===== src/rtl/k_fifo_wmem_writer.sv =====
// Drains 8-bit channel bytes from the output FIFO, packs them into {r,g,b} pixels
// and writes them sequentially into the banked write-data memory, one frame per start.
module k_fifo_wmem_writer #(
   parameter int DATA_W    = 8,
   parameter int ADDR_W    = 8,
   parameter int NUM_BANKS = 4,
   parameter int BANK_W    = 2
)(
   input  logic                     clk,
   input  logic                     reset,
   input  logic                     start,
   input  logic [ADDR_W+BANK_W-1:0] frame_len,
   input  logic [ADDR_W-1:0]        base_addr,
   input  logic [BANK_W-1:0]        base_bank,
   input  logic                     fifo_empty,
   output logic                     fifo_read_enable,
   input  logic [DATA_W-1:0]        fifo_read_data,
   input  logic                     mem_ready,
   output logic                     mem_write_enable,
   output logic [BANK_W-1:0]        mem_bank,
   output logic [ADDR_W-1:0]        mem_write_address,
   output logic [3*DATA_W-1:0]      mem_write_data,
   output logic                     busy,
   output logic                     done,
   output logic [ADDR_W+BANK_W-1:0] pixel_count
);

   localparam int CNT_W = ADDR_W + BANK_W;

   typedef enum logic [2:0] {
      S_IDLE,
      S_REQ,
      S_WAIT,
      S_WRITE,
      S_DONE
   } state_t;

   state_t              r_state;
   state_t              w_state_next;
   logic [CNT_W-1:0]    r_frame_len;
   logic [CNT_W-1:0]    r_pix_cnt;
   logic [CNT_W-1:0]    w_pix_cnt_inc;
   logic [ADDR_W-1:0]   r_addr;
   logic [BANK_W-1:0]   r_bank;
   logic [BANK_W-1:0]   w_bank_inc;
   logic [1:0]          r_chan_idx;
   logic                r_busy;
   logic                r_done;

   assign w_pix_cnt_inc = r_pix_cnt + 1'b1;
   assign w_bank_inc    = (r_bank == BANK_W'(NUM_BANKS - 1)) ? '0 : r_bank + 1'b1;

   always_ff @(posedge clk) begin
      if (reset) begin
         r_state <= S_IDLE;
      end else begin
         r_state <= w_state_next;
      end
   end

   always_comb begin
      w_state_next     = r_state;
      fifo_read_enable = 1'b0;
      mem_write_enable = 1'b0;
      case (r_state)
         S_IDLE: begin
            if (start) begin
               w_state_next = (frame_len == '0) ? S_DONE : S_REQ;
            end
         end
         S_REQ: begin
            if (!fifo_empty) begin
               fifo_read_enable = 1'b1;
               w_state_next     = S_WAIT;
            end
         end
         S_WAIT: begin
            w_state_next = (r_chan_idx == 2'd2) ? S_WRITE : S_REQ;
         end
         S_WRITE: begin
            mem_write_enable = 1'b1;
            if (mem_ready) begin
               w_state_next = (w_pix_cnt_inc == r_frame_len) ? S_DONE : S_REQ;
            end
         end
         S_DONE: begin
            w_state_next = S_IDLE;
         end
         default: begin
            w_state_next = S_IDLE;
         end
      endcase
   end

   // Frame bookkeeping; done and busy are registered off the DONE state so they move together.
   always_ff @(posedge clk) begin
      if (reset) begin
         r_frame_len <= '0;
         r_pix_cnt   <= '0;
         r_addr      <= '0;
         r_bank      <= '0;
         r_chan_idx  <= '0;
         r_busy      <= 1'b0;
         r_done      <= 1'b0;
      end else begin
         r_done <= 1'b0;
         case (r_state)
            S_IDLE: begin
               if (start) begin
                  r_frame_len <= frame_len;
                  r_addr      <= base_addr;
                  r_bank      <= base_bank;
                  r_pix_cnt   <= '0;
                  r_chan_idx  <= '0;
                  r_busy      <= 1'b1;
               end
            end
            S_WAIT: begin
               r_chan_idx <= (r_chan_idx == 2'd2) ? 2'd0 : r_chan_idx + 2'd1;
            end
            S_WRITE: begin
               if (mem_ready) begin
                  r_pix_cnt <= w_pix_cnt_inc;
                  if (w_pix_cnt_inc != r_frame_len) begin
                     r_addr <= r_addr + 1'b1;
                     if (r_addr == '1) begin
                        r_bank <= w_bank_inc;
                     end
                  end
               end
            end
            S_DONE: begin
               r_done <= 1'b1;
               r_busy <= 1'b0;
            end
            default: begin
            end
         endcase
      end
   end

   // One capture register per channel; index 0 is red and lands in the MSBs.
   genvar gi;
   generate
      for (gi = 0; gi < 3; gi++) begin : g_chan
         logic [DATA_W-1:0] r_byte;
         always_ff @(posedge clk) begin
            if (reset) begin
               r_byte <= '0;
            end else if (r_state == S_WAIT && r_chan_idx == 2'(gi)) begin
               r_byte <= fifo_read_data;
            end
         end
      end
   endgenerate

   assign mem_write_data    = {g_chan[0].r_byte, g_chan[1].r_byte, g_chan[2].r_byte};
   assign mem_bank          = r_bank;
   assign mem_write_address = r_addr;
   assign busy              = r_busy;
   assign done              = r_done;
   assign pixel_count       = r_pix_cnt;

endmodule

===== config.mk =====
export PLATFORM = sky130hd
export DESIGN_NAME = k_fifo_wmem_writer
export DESIGN_NICKNAME = d
export VERILOG_FILES = /design/src/rtl/k_fifo_wmem_writer.sv
export SDC_FILE = /design/constraint.sdc
export NUM_CORES = 1
export LEC_CHECK = 0
export ABC_AREA = 0
export CAP_MARGIN = 20
export CORE_ASPECT_RATIO = 1.5
export CORE_MARGIN = 2
export CORE_UTILIZATION = 35
export DETAILED_ROUTE_END_ITERATION = 8
export PLACE_DENSITY_LB_ADDON = 0.05
export SLEW_MARGIN = 20
export SYNTH_ARGS = -nofsm -noshare
export SYNTH_HDL_FRONTEND = slang
export SYNTH_SLANG_ARGS = --single-unit
export TNS_END_PERCENT = 10

===== constraint.sdc =====
create_clock -name clk -period 4.1 [get_ports clk]
set_input_delay 0.615 -clock clk [delete_from_list [all_inputs] [get_ports clk]]
set_output_delay 0.615 -clock clk [all_outputs]
set_load 0.005 [all_outputs]

==> impl_metrics.ini <==
[place]
portBuffers = 80
gp_congestion = 0.792
dpl_cell_area_um2 = 3840
dp.final_hpwl_mm = 5.49

[critical_path]
crit_chain = ha_1 -> nand2b_1 -> or3_1 -> a2111oi_4 -> a31oi_4 -> and3_1 -> a31o_1
r2r-end = mem_write_address[7]$_SDFFE_PP0P_
critical_path.n_buffers_inverters = 0
critPathTopFamily = compound AO/OA/AOI/OAI gates
timing.critical_path.to_type = register
reg2regPathDepth = 7
arrival_ns = 2.94
reg2reg_from = pixel_count[0]$_SDFFE_PP0P_
timing.critical_path.fanout_max = 17
worst-r2r-setup-slack_ns = 1.38
critPathMaxStageDelay_ns = 0.48
worstSetupStartpointType = register
critical-path-slowest-cell = dfxtp_1
setup.worst_path.class = register to register
crit_required_ns = 4.32

[timing]
fin_crit_ns = 2.72
final_hold_slack_ns = 0.466
slew_violations = 0
sum_of_negative_setup_slack_ns = 0
timing_worst_slew_pin_value_ns = 0.920
fin_skew_ns = 0.00400
grt_setup_unrepaired = no
timing.final.setup_violations = 0
max_freq_mhz = 368
layout_worst_path_cycle_share = 0.664
hold_viol_final = 0
slew-limit-headroom = 0.384

[final_layout]
seqCellArea_um2 = 1220
drive_gt1_frac = 0.0749
final_common_cell = clkdlybuf4s50_1
finalInstanceArea_um2 = 4200
num-nets-final = 458
layout_common_cells = 79 x clkdlybuf4s50_1, 61 x dfxtp_1, 50 x nor2_1
finish.utilization = 0.503
growth_of_design_area_from_synthesis_to_finish_pct = 40.7
fill_cells = 814
diodes = 0
multi_input_area_um2 = 1650

[drt]
post_route_ant_nets = 0
post-route-drc-count = 0
drtIter0Drc = 125
drt-total-wl_mm = 7.56
routed_length_per_instance_um = 14.2
drtPass1Iterations = 4
post_drt_via_cell_ratio = 5.10
via_count = 2726

[clock_tree]
ctsRootBufferMaster = clkbuf_16
numClockSinks = 61
post_cts_buffers = 0
cts-root-to-sink-buffers = 2
cts_made_buffers = 9
insertion_delay_ns = 0.33
tritoncts_clock_tree = built
cts-hold-fix-buffers = 0
cts.clk_slew.worst_paths_ns = 0.05
cts_resized = 0
cts_max_level = 3

[yosys]
yosysWarningCount = 0
synth_ff_type = dfxtp_1
synth.yosys.seq_area_share = 0.409
postSynthRegisterBits = 61
synth.distinct_cells = 56
netlist_instances = 351
synth_fp_nets = 387
netlist_area_before_placement_um2 = 2990
number_of_enable_flip_flop_cells_after_synthesis = 0
asyncSetResetFlopFracSynth = 0
synth_area_per_cell_um2 = 8.51

[pwr]
irDropWorstVdd_uv = 239
power.total_mw = 1.71
power.density_nw_per_um2 = 406
total_leakage_power_nw = 1.63

[global_routing]
gr-total-overflow = 0
antenna_found_initial = 0
grt_max_degree = 38
grt_first_pass_wirelength_mm = 12.6
track_usage = 0.175
groute.layer.met1.usage = 0.194
grt_pass1_vias = 2676
use_met3 = 0.0383
grt.busiest_layer = met2
groute.layer.met2.usage = 0.308

[hold_path]
hold_depth = 2
timing.hold.worst.class = register to register
worst_hold_startpoint = r_frame_len[3]$_SDFFE_PP0P_
hold_end = r_frame_len[3]$_SDFFE_PP0P_

[outcome]
outcome = complete, no violations

[die]
starting_utilization_of_the_core_area = 0.357
die_y_um = 117
floorplan.rows = 41
coreArea_um2 = 8360
io_pins = 81
design.die.area_um2 = 9310
die_w_um = 79.4

[run]
cap_violations = 0
## report_power, final
| group | internal, mW | switching, mW | total (mW) |
|---|---|---|---|
| registers | 0.615 | 0.0211 | 0.636 |
| logic | 0.0880 | 0.0800 | 0.168 |
| clock network | 0.643 | 0.261 | 0.904 |
| total | 1.35 | 0.362 | 1.71 |
## state kept, by name, indices dropped and copies added, names as in the netlist
register           count
g_chan.r_byte         24
r_state                3
busy                   1
r_chan_idx             2
pixel_count           10
r_frame_len           10
done                   1
mem_write_address      8
mem_bank               2
## cell usage after synthesis, types with 2 or more instances
cell	n	area (µm²)
dfxtp_1	61	1220
nor2_1	50	188
nand2_1	47	176
a21oi_1	26	130
mux2i_1	26	260
clkbuf_1	18	67.6
nand3_1	11	55.1
o21ai_0	11	55.1
xnor2_1	10	87.6
inv_1	6	22.5
and3_1	5	31.3
nor3_1	5	25.0
o211ai_1	5	37.5
nand2b_1	4	25.0
nand3b_1	4	30.0
a311oi_1	3	26.3
and2_1	3	18.8
ha_1	3	37.5
nor3b_1	3	22.5
nor4_1	3	18.8
o31ai_1	3	22.5
or2_2	3	18.8
xor2_1	3	26.3
a21o_1	2	15.0
a221oi_2	2	30.0
a22oi_1	2	15.0
a32o_1	2	20.0
o21ai_1	2	10.0
## area by class of cell
class	count	share of cell area
clock buffer	13	0.0643
clock inverter	3	0.0214
inverter	6	0.00536
multi-input combinational	262	0.394
sequential	61	0.291
tap	107	0.0319
timing repair buffer	82	0.193
## per-layer routing
metal  wire (µm)  vias to the layer above
met4          60                        0
met3         387                        8
met1        3230                     1266
met2        3880                       61
li1            -                     1391
met5           0                        -
## stage by stage
step | std cells | worst slack [ns]
6_report | 534 | 1.38
5_1_grt | 534 | 1.11
4_1_cts | 534 | 1.36
3_5_place_dp | 518 | 1.37
3_3_place_gp | 518 | 1.46
2_1_floorplan | 351 | 1.88
## logic make-up after synthesis
group / after synthesis / synth area share
AO/OA/AOI/OAI: 75 / 0.184
multiplexers: 26 / 0.0871
XOR/XNOR: 13 / 0.0381
AND/OR/NAND/NOR: 145 / 0.230
buffers and inverters: 28 / 0.0394
adder cells (fa/ha/maj): 3 / 0.0126
flip-flops: 61 / 0.409
## tightest hold or removal path, stage by stage, from the launching register on
cell and delay [ns]:
dfxtp_1 0.31, nand2_1 0.05, a21oi_1 0.05
## worst max path at each step
stage,startpoint,to,cells after the start
final,pixel_count[0]$_SDFFE_PP0P_,mem_write_address[7]$_SDFFE_PP0P_,7
after global routing,pixel_count[0]$_SDFFE_PP0P_,mem_write_address[7]$_SDFFE_PP0P_,8
after CTS,pixel_count[0]$_SDFFE_PP0P_,mem_write_address[7]$_SDFFE_PP0P_,7
after detailed placement,pixel_count[0]$_SDFFE_PP0P_,mem_write_address[7]$_SDFFE_PP0P_,7
after global placement,pixel_count[0]$_SDFFE_PP0P_,mem_write_address[7]$_SDFFE_PP0P_,7
after floorplan,pixel_count[0]$_SDFFE_PP0P_,mem_write_address[7]$_SDFFE_PP0P_,9
Note: power is estimated with default switching activity, not from simulation.
